$ cat config.mk
export PLATFORM = sky130hd
export DESIGN_NAME = axi_lite_seq_master
export DESIGN_NICKNAME = d
export VERILOG_FILES = /design/src/rtl/axi_lite_seq_master.sv
export SDC_FILE = /design/constraint.sdc
export NUM_CORES = 1
export LEC_CHECK = 0
export ABC_AREA = 1
export ABC_CLOCK_PERIOD_IN_PS = 7100
export CAP_MARGIN = 20
export CORE_MARGIN = 2
export CORE_UTILIZATION = 35
export CTS_BUF_LIST = sky130_fd_sc_hd__clkbuf_4
export DETAILED_ROUTE_END_ITERATION = 7
export HOLD_SLACK_MARGIN = 0.08
export PLACE_DENSITY_LB_ADDON = 0.08
export SKIP_CTS_REPAIR_TIMING = 1
export SKIP_LAST_GASP = 1
export SYNTH_ARGS = -nofsm -noshare
export SYNTH_HDL_FRONTEND = slang
export SYNTH_HIERARCHICAL = 1
export SYNTH_SLANG_ARGS = --single-unit
export TNS_END_PERCENT = 100
$ cat constraint.sdc
create_clock -name m00_axi_aclk -period 7.1 [get_ports m00_axi_aclk]
set_input_delay 1.065 -clock m00_axi_aclk [delete_from_list [all_inputs] [get_ports m00_axi_aclk]]
set_output_delay 1.065 -clock m00_axi_aclk [all_outputs]
set_load 0.01 [all_outputs]
$ cat src/rtl/axi_lite_seq_master.sv
// rtl/axi_lite_seq_master.sv - AXI4-Lite command sequencer: queued write/read/poll with timeout recovery

module axi_lite_seq_master_cmd_fifo #(
    parameter int WIDTH = 8,
    parameter int DEPTH = 8
) (
    input  logic             clk,
    input  logic             reset,
    input  logic             push,
    input  logic [WIDTH-1:0] push_data,
    input  logic             pop,
    output logic [WIDTH-1:0] pop_data,
    output logic             full,
    output logic             empty
);
    localparam int PTR_W = $clog2(DEPTH);
    localparam logic [PTR_W:0] FULL_COUNT = (PTR_W + 1)'(DEPTH);

    logic [WIDTH-1:0] mem [DEPTH];
    logic [PTR_W-1:0] wr_ptr;
    logic [PTR_W-1:0] rd_ptr;
    logic [PTR_W:0]   count;
    logic             do_push;
    logic             do_pop;

    assign full     = (count == FULL_COUNT);
    assign empty    = (count == '0);
    assign do_pop   = pop && !empty;
    assign do_push  = push && (!full || do_pop);
    assign pop_data = mem[rd_ptr];

    always_ff @(posedge clk) begin
        if (do_push) begin
            mem[wr_ptr] <= push_data;
        end
    end

    always_ff @(posedge clk) begin
        if (reset) begin
            wr_ptr <= '0;
            rd_ptr <= '0;
            count  <= '0;
        end else begin
            if (do_push) begin
                wr_ptr <= wr_ptr + 1'b1;
            end
            if (do_pop) begin
                rd_ptr <= rd_ptr + 1'b1;
            end
            if (do_push && !do_pop) begin
                count <= count + 1'b1;
            end else if (!do_push && do_pop) begin
                count <= count - 1'b1;
            end
        end
    end
endmodule

module axi_lite_seq_master #(
    parameter int ADDR_WIDTH     = 32,
    parameter int DATA_WIDTH     = 32,
    parameter int CMD_DEPTH      = 8,
    parameter int POLL_LIMIT     = 255,
    parameter int TIMEOUT_CYCLES = 1024
) (
    input  logic                    m00_axi_aclk,
    input  logic                    m00_axi_areset,
    input  logic                    cmd_valid,
    output logic                    cmd_ready,
    input  logic [1:0]              cmd_op,
    input  logic [ADDR_WIDTH-1:0]   cmd_addr,
    input  logic [DATA_WIDTH-1:0]   cmd_wdata,
    input  logic [DATA_WIDTH/8-1:0] cmd_wstrb,
    input  logic [DATA_WIDTH-1:0]   cmd_mask,
    output logic                    rsp_valid,
    input  logic                    rsp_ready,
    output logic [DATA_WIDTH-1:0]   rsp_data,
    output logic [1:0]              rsp_status,
    output logic                    busy,
    output logic                    error,
    output logic [ADDR_WIDTH-1:0]   m00_axi_awaddr,
    output logic [2:0]              m00_axi_awprot,
    output logic                    m00_axi_awvalid,
    input  logic                    m00_axi_awready,
    output logic [DATA_WIDTH-1:0]   m00_axi_wdata,
    output logic [DATA_WIDTH/8-1:0] m00_axi_wstrb,
    output logic                    m00_axi_wvalid,
    input  logic                    m00_axi_wready,
    input  logic [1:0]              m00_axi_bresp,
    input  logic                    m00_axi_bvalid,
    output logic                    m00_axi_bready,
    output logic [ADDR_WIDTH-1:0]   m00_axi_araddr,
    output logic [2:0]              m00_axi_arprot,
    output logic                    m00_axi_arvalid,
    input  logic                    m00_axi_arready,
    input  logic [DATA_WIDTH-1:0]   m00_axi_rdata,
    input  logic [1:0]              m00_axi_rresp,
    input  logic                    m00_axi_rvalid,
    output logic                    m00_axi_rready
);
    localparam int STRB_WIDTH = DATA_WIDTH / 8;
    localparam int CMD_WIDTH  = 2 + ADDR_WIDTH + 2 * DATA_WIDTH + STRB_WIDTH;
    localparam int POLL_W     = (POLL_LIMIT < 1) ? 1 : $clog2(POLL_LIMIT + 1);
    localparam int TMO_W      = $clog2(TIMEOUT_CYCLES + 1);
    localparam logic [POLL_W-1:0] POLL_MAX = POLL_W'(POLL_LIMIT);
    localparam logic [TMO_W-1:0]  TMO_LAST = TMO_W'(TIMEOUT_CYCLES - 1);

    localparam logic [1:0] OP_WRITE   = 2'b00;
    localparam logic [1:0] OP_POLL    = 2'b10;
    localparam logic [1:0] ST_OK      = 2'b00;
    localparam logic [1:0] ST_BUS_ERR = 2'b01;
    localparam logic [1:0] ST_POLL_EX = 2'b10;
    localparam logic [1:0] ST_TIMEOUT = 2'b11;

    typedef enum logic [2:0] {
        S_IDLE,
        S_WR,
        S_WR_RESP,
        S_RD_ADDR,
        S_RD_DATA,
        S_RSP
    } state_t;

    state_t state;
    state_t state_next;

    logic                  fifo_full;
    logic                  fifo_empty;
    logic                  fifo_pop;
    logic [CMD_WIDTH-1:0]  fifo_head;
    logic [1:0]            head_op;
    logic [ADDR_WIDTH-1:0] head_addr;
    logic [DATA_WIDTH-1:0] head_wdata;
    logic [STRB_WIDTH-1:0] head_wstrb;
    logic [DATA_WIDTH-1:0] head_mask;

    logic [1:0]            op_q;
    logic [ADDR_WIDTH-1:0] addr_q;
    logic [DATA_WIDTH-1:0] wdata_q;
    logic [STRB_WIDTH-1:0] wstrb_q;
    logic [DATA_WIDTH-1:0] mask_q;
    logic                  aw_done;
    logic                  w_done;
    logic [POLL_W-1:0]     poll_cnt;
    logic [TMO_W-1:0]      tmo_cnt;
    logic [DATA_WIDTH-1:0] rsp_data_q;
    logic [1:0]            rsp_status_q;
    logic                  error_q;

    logic       status_load;
    logic [1:0] status_set;
    logic       rdata_load;
    logic       poll_inc;
    logic       tmo_hit;
    logic       poll_match;
    logic       wait_state;

    axi_lite_seq_master_cmd_fifo #(
        .WIDTH(CMD_WIDTH),
        .DEPTH(CMD_DEPTH)
    ) u_cmd_fifo (
        .clk      (m00_axi_aclk),
        .reset    (m00_axi_areset),
        .push     (cmd_valid && cmd_ready),
        .push_data({cmd_op, cmd_addr, cmd_wdata, cmd_wstrb, cmd_mask}),
        .pop      (fifo_pop),
        .pop_data (fifo_head),
        .full     (fifo_full),
        .empty    (fifo_empty)
    );

    assign {head_op, head_addr, head_wdata, head_wstrb, head_mask} = fifo_head;

    assign cmd_ready      = !fifo_full;
    assign busy           = !fifo_empty || (state != S_IDLE);
    assign rsp_data       = rsp_data_q;
    assign rsp_status     = rsp_status_q;
    assign error          = error_q;
    assign m00_axi_awaddr = addr_q;
    assign m00_axi_araddr = addr_q;
    assign m00_axi_wdata  = wdata_q;
    assign m00_axi_wstrb  = wstrb_q;
    assign m00_axi_awprot = 3'b000;
    assign m00_axi_arprot = 3'b000;

    assign tmo_hit    = (tmo_cnt == TMO_LAST);
    assign poll_match = ((m00_axi_rdata ^ wdata_q) & mask_q) == '0;
    assign wait_state = (state == S_WR) || (state == S_WR_RESP) ||
                        (state == S_RD_ADDR) || (state == S_RD_DATA);

    always_ff @(posedge m00_axi_aclk) begin
        if (m00_axi_areset) begin
            state <= S_IDLE;
        end else begin
            state <= state_next;
        end
    end

    always_comb begin
        state_next      = state;
        fifo_pop        = 1'b0;
        m00_axi_awvalid = 1'b0;
        m00_axi_wvalid  = 1'b0;
        m00_axi_bready  = 1'b0;
        m00_axi_arvalid = 1'b0;
        m00_axi_rready  = 1'b0;
        rsp_valid       = 1'b0;
        status_load     = 1'b0;
        status_set      = ST_OK;
        rdata_load      = 1'b0;
        poll_inc        = 1'b0;
        case (state)
            S_IDLE: begin
                if (!fifo_empty) begin
                    fifo_pop   = 1'b1;
                    state_next = (head_op == OP_WRITE) ? S_WR : S_RD_ADDR;
                end
            end
            S_WR: begin
                m00_axi_awvalid = !aw_done;
                m00_axi_wvalid  = !w_done;
                if ((aw_done || m00_axi_awready) && (w_done || m00_axi_wready)) begin
                    state_next = S_WR_RESP;
                end else if (tmo_hit) begin
                    state_next  = S_RSP;
                    status_load = 1'b1;
                    status_set  = ST_TIMEOUT;
                end
            end
            S_WR_RESP: begin
                m00_axi_bready = 1'b1;
                if (m00_axi_bvalid) begin
                    state_next  = S_RSP;
                    status_load = 1'b1;
                    status_set  = (m00_axi_bresp != 2'b00) ? ST_BUS_ERR : ST_OK;
                end else if (tmo_hit) begin
                    state_next  = S_RSP;
                    status_load = 1'b1;
                    status_set  = ST_TIMEOUT;
                end
            end
            S_RD_ADDR: begin
                m00_axi_arvalid = 1'b1;
                if (m00_axi_arready) begin
                    state_next = S_RD_DATA;
                end else if (tmo_hit) begin
                    state_next  = S_RSP;
                    status_load = 1'b1;
                    status_set  = ST_TIMEOUT;
                end
            end
            S_RD_DATA: begin
                m00_axi_rready = 1'b1;
                if (m00_axi_rvalid) begin
                    rdata_load = 1'b1;
                    if (m00_axi_rresp != 2'b00) begin
                        state_next  = S_RSP;
                        status_load = 1'b1;
                        status_set  = ST_BUS_ERR;
                    end else if (op_q != OP_POLL || poll_match) begin
                        state_next  = S_RSP;
                        status_load = 1'b1;
                    end else if (poll_cnt != POLL_MAX) begin
                        // a failed poll compare re-issues the read from the address phase
                        poll_inc   = 1'b1;
                        state_next = S_RD_ADDR;
                    end else begin
                        state_next  = S_RSP;
                        status_load = 1'b1;
                        status_set  = ST_POLL_EX;
                    end
                end else if (tmo_hit) begin
                    state_next  = S_RSP;
                    status_load = 1'b1;
                    status_set  = ST_TIMEOUT;
                end
            end
            S_RSP: begin
                rsp_valid = 1'b1;
                if (rsp_ready) begin
                    state_next = S_IDLE;
                end
            end
            default: state_next = S_IDLE;
        endcase
    end

    always_ff @(posedge m00_axi_aclk) begin
        if (m00_axi_areset) begin
            op_q         <= '0;
            addr_q       <= '0;
            wdata_q      <= '0;
            wstrb_q      <= '0;
            mask_q       <= '0;
            aw_done      <= 1'b0;
            w_done       <= 1'b0;
            poll_cnt     <= '0;
            tmo_cnt      <= '0;
            rsp_data_q   <= '0;
            rsp_status_q <= ST_OK;
            error_q      <= 1'b0;
        end else begin
            if (fifo_pop) begin
                op_q       <= head_op;
                addr_q     <= head_addr;
                wdata_q    <= head_wdata;
                wstrb_q    <= head_wstrb;
                mask_q     <= head_mask;
                aw_done    <= 1'b0;
                w_done     <= 1'b0;
                poll_cnt   <= '0;
                rsp_data_q <= '0;
            end
            if (m00_axi_awvalid && m00_axi_awready) begin
                aw_done <= 1'b1;
            end
            if (m00_axi_wvalid && m00_axi_wready) begin
                w_done <= 1'b1;
            end
            if (rdata_load) begin
                rsp_data_q <= m00_axi_rdata;
            end
            // error rises on the same edge that raises rsp_valid
            if (status_load) begin
                rsp_status_q <= status_set;
                if (status_set != ST_OK) begin
                    error_q <= 1'b1;
                end
            end
            if (poll_inc) begin
                poll_cnt <= poll_cnt + 1'b1;
            end
            if (state_next != state) begin
                tmo_cnt <= '0;
            end else if (wait_state) begin
                tmo_cnt <= tmo_cnt + 1'b1;
            end
        end
    end
endmodule

==> impl_metrics.csv, run 1 <==
group,metric,value,unit
worst_setup_path,setup.worst_path.class,"reg -> out",
routing,dr.pass1.iters,5,
sta,tightest_slew,1.088,ns
die,die_h,342.8,µm
global_routing,grt_pass1_wl,178800,µm
yosys,yosysSeqAreaShare,69.65,%
clock_tree,cts_max_level,5,
finish,postLayoutCellArea,47960,µm²
clock_tree,cts.path.max_buffers,4,
placement,place.gp.congestion,0.8021,
global_routing,grt_usage,20.52,%
sta,finalSetupViolCount,0,
global_routing,antenna_found_initial,20,
worst_setup_path,arrival,2.92,ns
worst_setup_path,path_max_fanout,38,
die,start_util,35.24,%
yosys,syn_area,40180,µm²
sta,fin_hold_ws,0.4665,ns
sta,rsz0062_at_grt,"false",
yosys,synth_top_cell_by_area,"edfxtp_1",
finish,fin_nets,4351,
sta,slew_viol_final,0,
routing,num_vias,28227,
die,die_w,342.8,µm
power_and_ir_drop,peakVddDrop,0.2551,mV
worst_setup_path,critPathRequiredTime,6.03,ns
run,cap_violations,0,
sta,setup_tns,0,ns
global_routing,grt_pass1_vias,27945,
clock_tree,cts-root-buf,"clkbuf_4",
yosys,syn_inst,3820,
yosys,syn_avg_cell_area,10.52,µm²
finish,drive_above_1_share,12.93,%
global_routing,grt_max_degree,162,
clock_tree,clock_latency,1.15,ns
sta,finalCritPeriodShare,56.11,%
yosys,synth_warnings,6,
sta,max_freq,251.0,MHz
clock_tree,cts_sinks,990,
routing,antenna_left,0,
routing,post_drt_wl_per_cell,20.48,µm
die,pin_count,296,
routing,viasPerCell,4.762,
worst_setup_path,crit_path_cell_trace,"inv_2 > nand2_2 > nor2_4 > buf_4 > clkdlybuf4s50_1",
worst_setup_path,timing.reg2reg.setup_slack,3.33,ns
global_routing,grt-ovfl-total,0,
yosys,async_reset_ff_share,0,%
power_and_ir_drop,powerDensity,366.3,nW/µm²
yosys,synth_top_area_share,60.98,%
worst_setup_path,slowest_stage,"clkdlybuf4s50_1",
worst_setup_path,crit_path_end_kind,"primary output",
worst_setup_path,critPathMaxStageDelay,0.65,ns
yosys,synth_edf_count,816,
routing,drt_iter0_drc,1713,
routing,drt_wl_total,121400,µm
finish,syn2layout_area_growth,19.35,%
yosys,ys_seq_elements,990,
status,outcome,"complete, no violations",
clock_tree,cts_tree,"yes",
clock_tree,cts.clk_slew.worst_paths,0.06,ns
sta,min_period,3.983,ns
die,coreArea,114000,µm²
sta,hold_violations,0,
power_and_ir_drop,power.leakage,17.94,nW
yosys,synth_area_leaders,"edfxtp_1 61%, nor2_1 9.6%, dfxtp_1 8.7%",
min_path,hp-class,"reg -> reg",
sta,finalClockSkew,0.08981,ns
die,die-area,117500,µm²
clock_tree,numCtsBuffers,293,
yosys,synthFlopType,"edfxtp_1",
finish,fill_cells,11184,
die,rows,124,
placement,dp_hpwl,67050,µm
placement,port_buffers,289,
sta,relSlewSlack,27.47,%
placement,dp.cells,5413,
placement,dpl_cell_area,44140,µm²
yosys,ys_types,41,
finish,finalNonFillerCells,5927,
worst_setup_path,critPathLaunchType,"register",
routing,post-route-drc-count,0,
-- Yosys cell counts (all sizes together) (3+ instances only) --
cell	n
a21oi	85
buf	150
clkbuf	100
dfxtp	174
edfxtp	816
ha	7
inv	111
nand2	656
nand3	121
nand4	4
nor2	1039
nor3	5
o21a	3
o21ai	519
or2	6
xnor2	6
xor2	8
-- final timing paths --
kind             from                     to  depth (start not counted)
max          state[0]         m00_axi_rready                          5
min           op_q[1]                op_q[1]                          2
max reg2reg  state[0]  u_cmd_fifo/mem[1][10]                         11
min reg2reg   op_q[1]                op_q[1]                          2
-- logic make-up after synthesis --
| group | count (synthesis) | synth area share [%] |
|---|---|---|
| AO/OA/AOI/OAI | 613 | 7.731 |
| XOR/XNOR | 14 | 0.3051 |
| adder cells (fa/ha/maj) | 8 | 0.2678 |
| buffers and inverters | 361 | 4.232 |
| flip-flops | 990 | 69.65 |
| multiplexers | 1 | 0.02491 |
| other | 1 | 0.009332 |
| AND/OR/NAND/NOR | 1832 | 17.78 |
-- layer usage --
metal / track usage [%] / wire, µm / up-vias / share of wire (%)
li1: - / - / 13793 / -
met1: 27.26 / 54810 / 13502 / 45
met2: 32.81 / 56340 / 734 / 46
met3: 5.147 / 7432 / 180 / 6.1
met4: 6.798 / 2656 / 18 / 2.2
met5: 0 / 127 / - / 0.10
-- power breakdown --
part           switching (mW)  internal [mW]  total (mW)
sequential              0.366           6.92        7.28
combinational            3.29           1.46        4.75
clock                    2.38           3.15        5.53
-- worst max-delay path, delay by kind of cell, from the launching register on --
kind	cells	cell delay (ns)
flops	1	0.36
simple gates	2	0.17
buf+inv	3	1.25
-- cells in the final DEF (no fill, tap or decap), drive strengths merged, types with 3 or more instances in the layout --
master	Yosys	layout
clkbuf	100	469
clkinv	0	31
ha	7	7
inv	111	114
xor2	8	8
edfxtp	816	816
nand4	4	4
xnor2	6	6
bufinv	0	5
clkdlybuf4s50	0	287
nand3	121	121
nand2	656	656
or2	6	6
dfxtp	174	174
conb	1	6
o21ai	519	519
diode	0	6
nor2	1039	1039
buf	150	39
a21oi	85	85
nor3	5	5
o21a	3	3
-- flip-flops by register name (all words and copies together) (netlist names), named ones only --
signal / count
m00_axi_araddr: 32
rsp_status: 2
u_cmd_fifo/count: 4
u_cmd_fifo/mem: 816
u_cmd_fifo/rd_ptr: 3
m00_axi_wdata: 32
m00_axi_wstrb: 4
w_done: 1
mask_q: 32
poll_cnt: 8
rsp_data: 32
op_q: 2
state: 3
u_cmd_fifo/wr_ptr: 3
error: 1
aw_done: 1
tmo_cnt: 11
-- through the flow --
step	worst slack [ns]	power (mW)	util [%]
final	3.117	17.57	42.06
after global routing	2.940	18.72	42.05
after CTS	2.997	17.87	42.04
after detailed placement	2.862	12.25	38.71
after global placement	2.932	12.24	38.71
after floorplan	0.6286	10.32	-
-- final cells by class --
type	count	area [µm²]	area share (%)
Sequential cell	990	28000	58.38
Multi-Input combinational cell	2474	10590	22.07
Clock buffer	469	3521	7.342
Timing Repair Buffer	326	3223	6.721
Tap cell	1512	1892	3.945
Inverter	111	441.7	0.9210
Clock inverter	39	282.8	0.5896
Antenna cell	6	15.01	0.03131
Note: power is estimated with default switching activity, not from simulation.
==> inputs of run 2 (changes only) <==
--- a/config.mk
+++ b/config.mk
@@ -6,7 +6,7 @@
 export NUM_CORES = 1
 export LEC_CHECK = 0
 export ABC_AREA = 1
-export ABC_CLOCK_PERIOD_IN_PS = 7100
+export ABC_CLOCK_PERIOD_IN_PS = 3950
 export CAP_MARGIN = 20
 export CORE_MARGIN = 2
 export CORE_UTILIZATION = 35
==> constraint.sdc (replaced) <==
create_clock -name m00_axi_aclk -period 3.95 [get_ports m00_axi_aclk]
set_input_delay 0.5925 -clock m00_axi_aclk [delete_from_list [all_inputs] [get_ports m00_axi_aclk]]
set_output_delay 0.5925 -clock m00_axi_aclk [all_outputs]
set_load 0.01 [all_outputs]
==> run 2 against run 1 <==
- flip-flop and latch count unchanged
- largest power group unchanged
- clock-buffer cell count decreased by 35
- register-to-register slack worse by 2.3 ns
- sequential power up 79%
- global-route usage up 0.083 points
- sequential share of layout area fell by 0.49 points
==> impl_metrics.csv, run 2 (synthesized netlist as in run 1, its figures left out) <==
group,metric,value,unit
min_path,worstHoldPathCells,3,
worst_setup_path,arrival,2.86,ns
sta,max_freq,289.8,MHz
finish,fill_cells,11033,
clock_tree,cts_max_level,5,
status,outcome,"complete, no violations",
finish,layout_common_cells,"1016 x nor2_1, 816 x edfxtp_1, 654 x nand2_1, 434 x clkbuf_4, 308 x o21ai_0",
placement,dp.cells,5432,
power_and_ir_drop,power.leakage,18.06,nW
die,pin_count,296,
worst_setup_path,r2r_cells,10,
worst_setup_path,slowest_stage,"clkdlybuf4s50_1",
power_and_ir_drop,power,31.39,mW
routing,post_drt_wl_per_cell,20.49,µm
worst_setup_path,crit_path_end_kind,"primary output",
clock_tree,cts_sinks,990,
sta,min_period,3.450,ns
worst_setup_path,critPathMaxStageDelay,0.66,ns
finish,seqCellArea,28000,µm²
finish,largest_reg_flops,816,
run,cap_violations,0,
routing,drt_wl_total,122000,µm
sta,finalSetupViolCount,0,
die,die-area,117500,µm²
power_and_ir_drop,peakVddDrop,0.8242,mV
routing,dr.pass1.iters,7,
global_routing,grt_usage,20.60,%
global_routing,grt_pass1_vias,27665,
routing,viasPerCell,4.746,
worst_setup_path,critPathRequiredTime,3.36,ns
routing,num_vias,28266,
die,coreArea,114000,µm²
finish,top_register,"u_cmd_fifo/mem",
sta,rsz0062_at_grt,"false",
routing,antenna_left,0,
finish,drive_above_1_share,12.57,%
worst_setup_path,crit_path_cell_trace,"inv_2 > nor2_4 > clkdlybuf4s50_1",
placement,dpl_cell_area,44570,µm²
finish,fin_nets,4390,
clock_tree,cts.path.max_buffers,4,
worst_setup_path,path_max_fanout,23,
placement,dp_hpwl,67420,µm
worst_setup_path,critPathLaunchType,"register",
clock_tree,cts-root-buf,"clkbuf_4",
sta,finalClockSkew,0.1086,ns
die,die_h,342.8,µm
die,start_util,35.24,%
global_routing,grt-ovfl-total,0,
global_routing,grt_pass1_wl,179000,µm
finish,finalNonFillerCells,5956,
clock_tree,clock_latency,1.16,ns
routing,post-route-drc-count,0,
sta,setup_tns,0,ns
min_path,hp-class,"in -> reg",
die,rows,124,
sta,hold_violations,0,
clock_tree,numCtsBuffers,298,
power_and_ir_drop,powerDensity,648.9,nW/µm²
global_routing,grt_max_degree,174,
routing,drt_iter0_drc,1659,
finish,postLayoutCellArea,48370,µm²
sta,finalCritPeriodShare,87.35,%
sta,fin_hold_ws,0.1621,ns
placement,port_buffers,289,
sta,tightest_slew,1.260,ns
sta,slew_viol_final,0,
clock_tree,cts_tree,"yes",
finish,multi_input_area,10590,µm²
finish,final_common_cell,"nor2_1",
placement,place.gp.congestion,0.7883,
worst_setup_path,setup.worst_path.class,"reg -> out",
sta,relSlewSlack,16.01,%
finish,syn2layout_area_growth,20.36,%
global_routing,antenna_found_initial,25,
clock_tree,cts.clk_slew.worst_paths,0.06,ns
die,die_w,342.8,µm
## run 2: cell types whose count changed in the layout (fill, tap and decap cells not counted), sizes merged
| cell | delta |
|---|---|
| buf | +19 |
| bufinv | -1 |
| clkbuf | -35 |
| clkinv | +29 |
| dlygate4sd3 | +15 |
| inv | +2 |
## run 2: area by class of cell
| class | instances | area share, % |
|---|---|---|
| Tap cell | 1512 | 3.911 |
| Sequential cell | 990 | 57.89 |
| Clock buffer | 434 | 6.736 |
| Timing Repair Buffer | 360 | 7.864 |
| Multi-Input combinational cell | 2474 | 21.89 |
| Antenna cell | 6 | 0.03104 |
| Clock inverter | 69 | 0.7709 |
| Inverter | 111 | 0.9132 |
## run 2: metrics by stage
step                      utilization, %  setup slack [ns]
after floorplan                        -           -0.8482
after CTS                          42.27            0.3576
after detailed placement           39.08            0.8852
final                              42.41            0.4996
after global routing               42.41            0.3340
after global placement             39.08            0.8744
## run 2: path summary, 6_finish.rpt
kind | from | to | slack [ns]
max reg2reg | state[0] | u_cmd_fifo/mem[7][66] | 1.00
min | m00_axi_rdata[1] | rsp_data[1] | 0.16
max | state[2] | m00_axi_rready | 0.50
min reg2reg | op_q[0] | op_q[0] | 0.46
## run 2: power by group
part	switching [mW]	leakage [nW]	internal (mW)
Sequential	0.568	8.83	12.4
Combinational	5.99	7.05	2.83
Clock	4.32	2.18	5.26
Total	10.9	18.1	20.5
## run 2: layer usage
layer | vias to the layer above | wire, µm | GRT usage, %
met4 | 30 | 2090 | 6.762
met2 | 693 | 57760 | 33.23
met1 | 13511 | 54540 | 26.69
li1 | 13857 | - | -
met5 | - | 181 | 0
met3 | 175 | 7452 | 5.851
## run 2: worst max-delay path: cells and delay by family, from the launching register on
kind,cells,cell delay [ns]
AND/OR/NAND/NOR,1,0.57
buffers and inverters,2,0.76
flip-flops,1,0.43
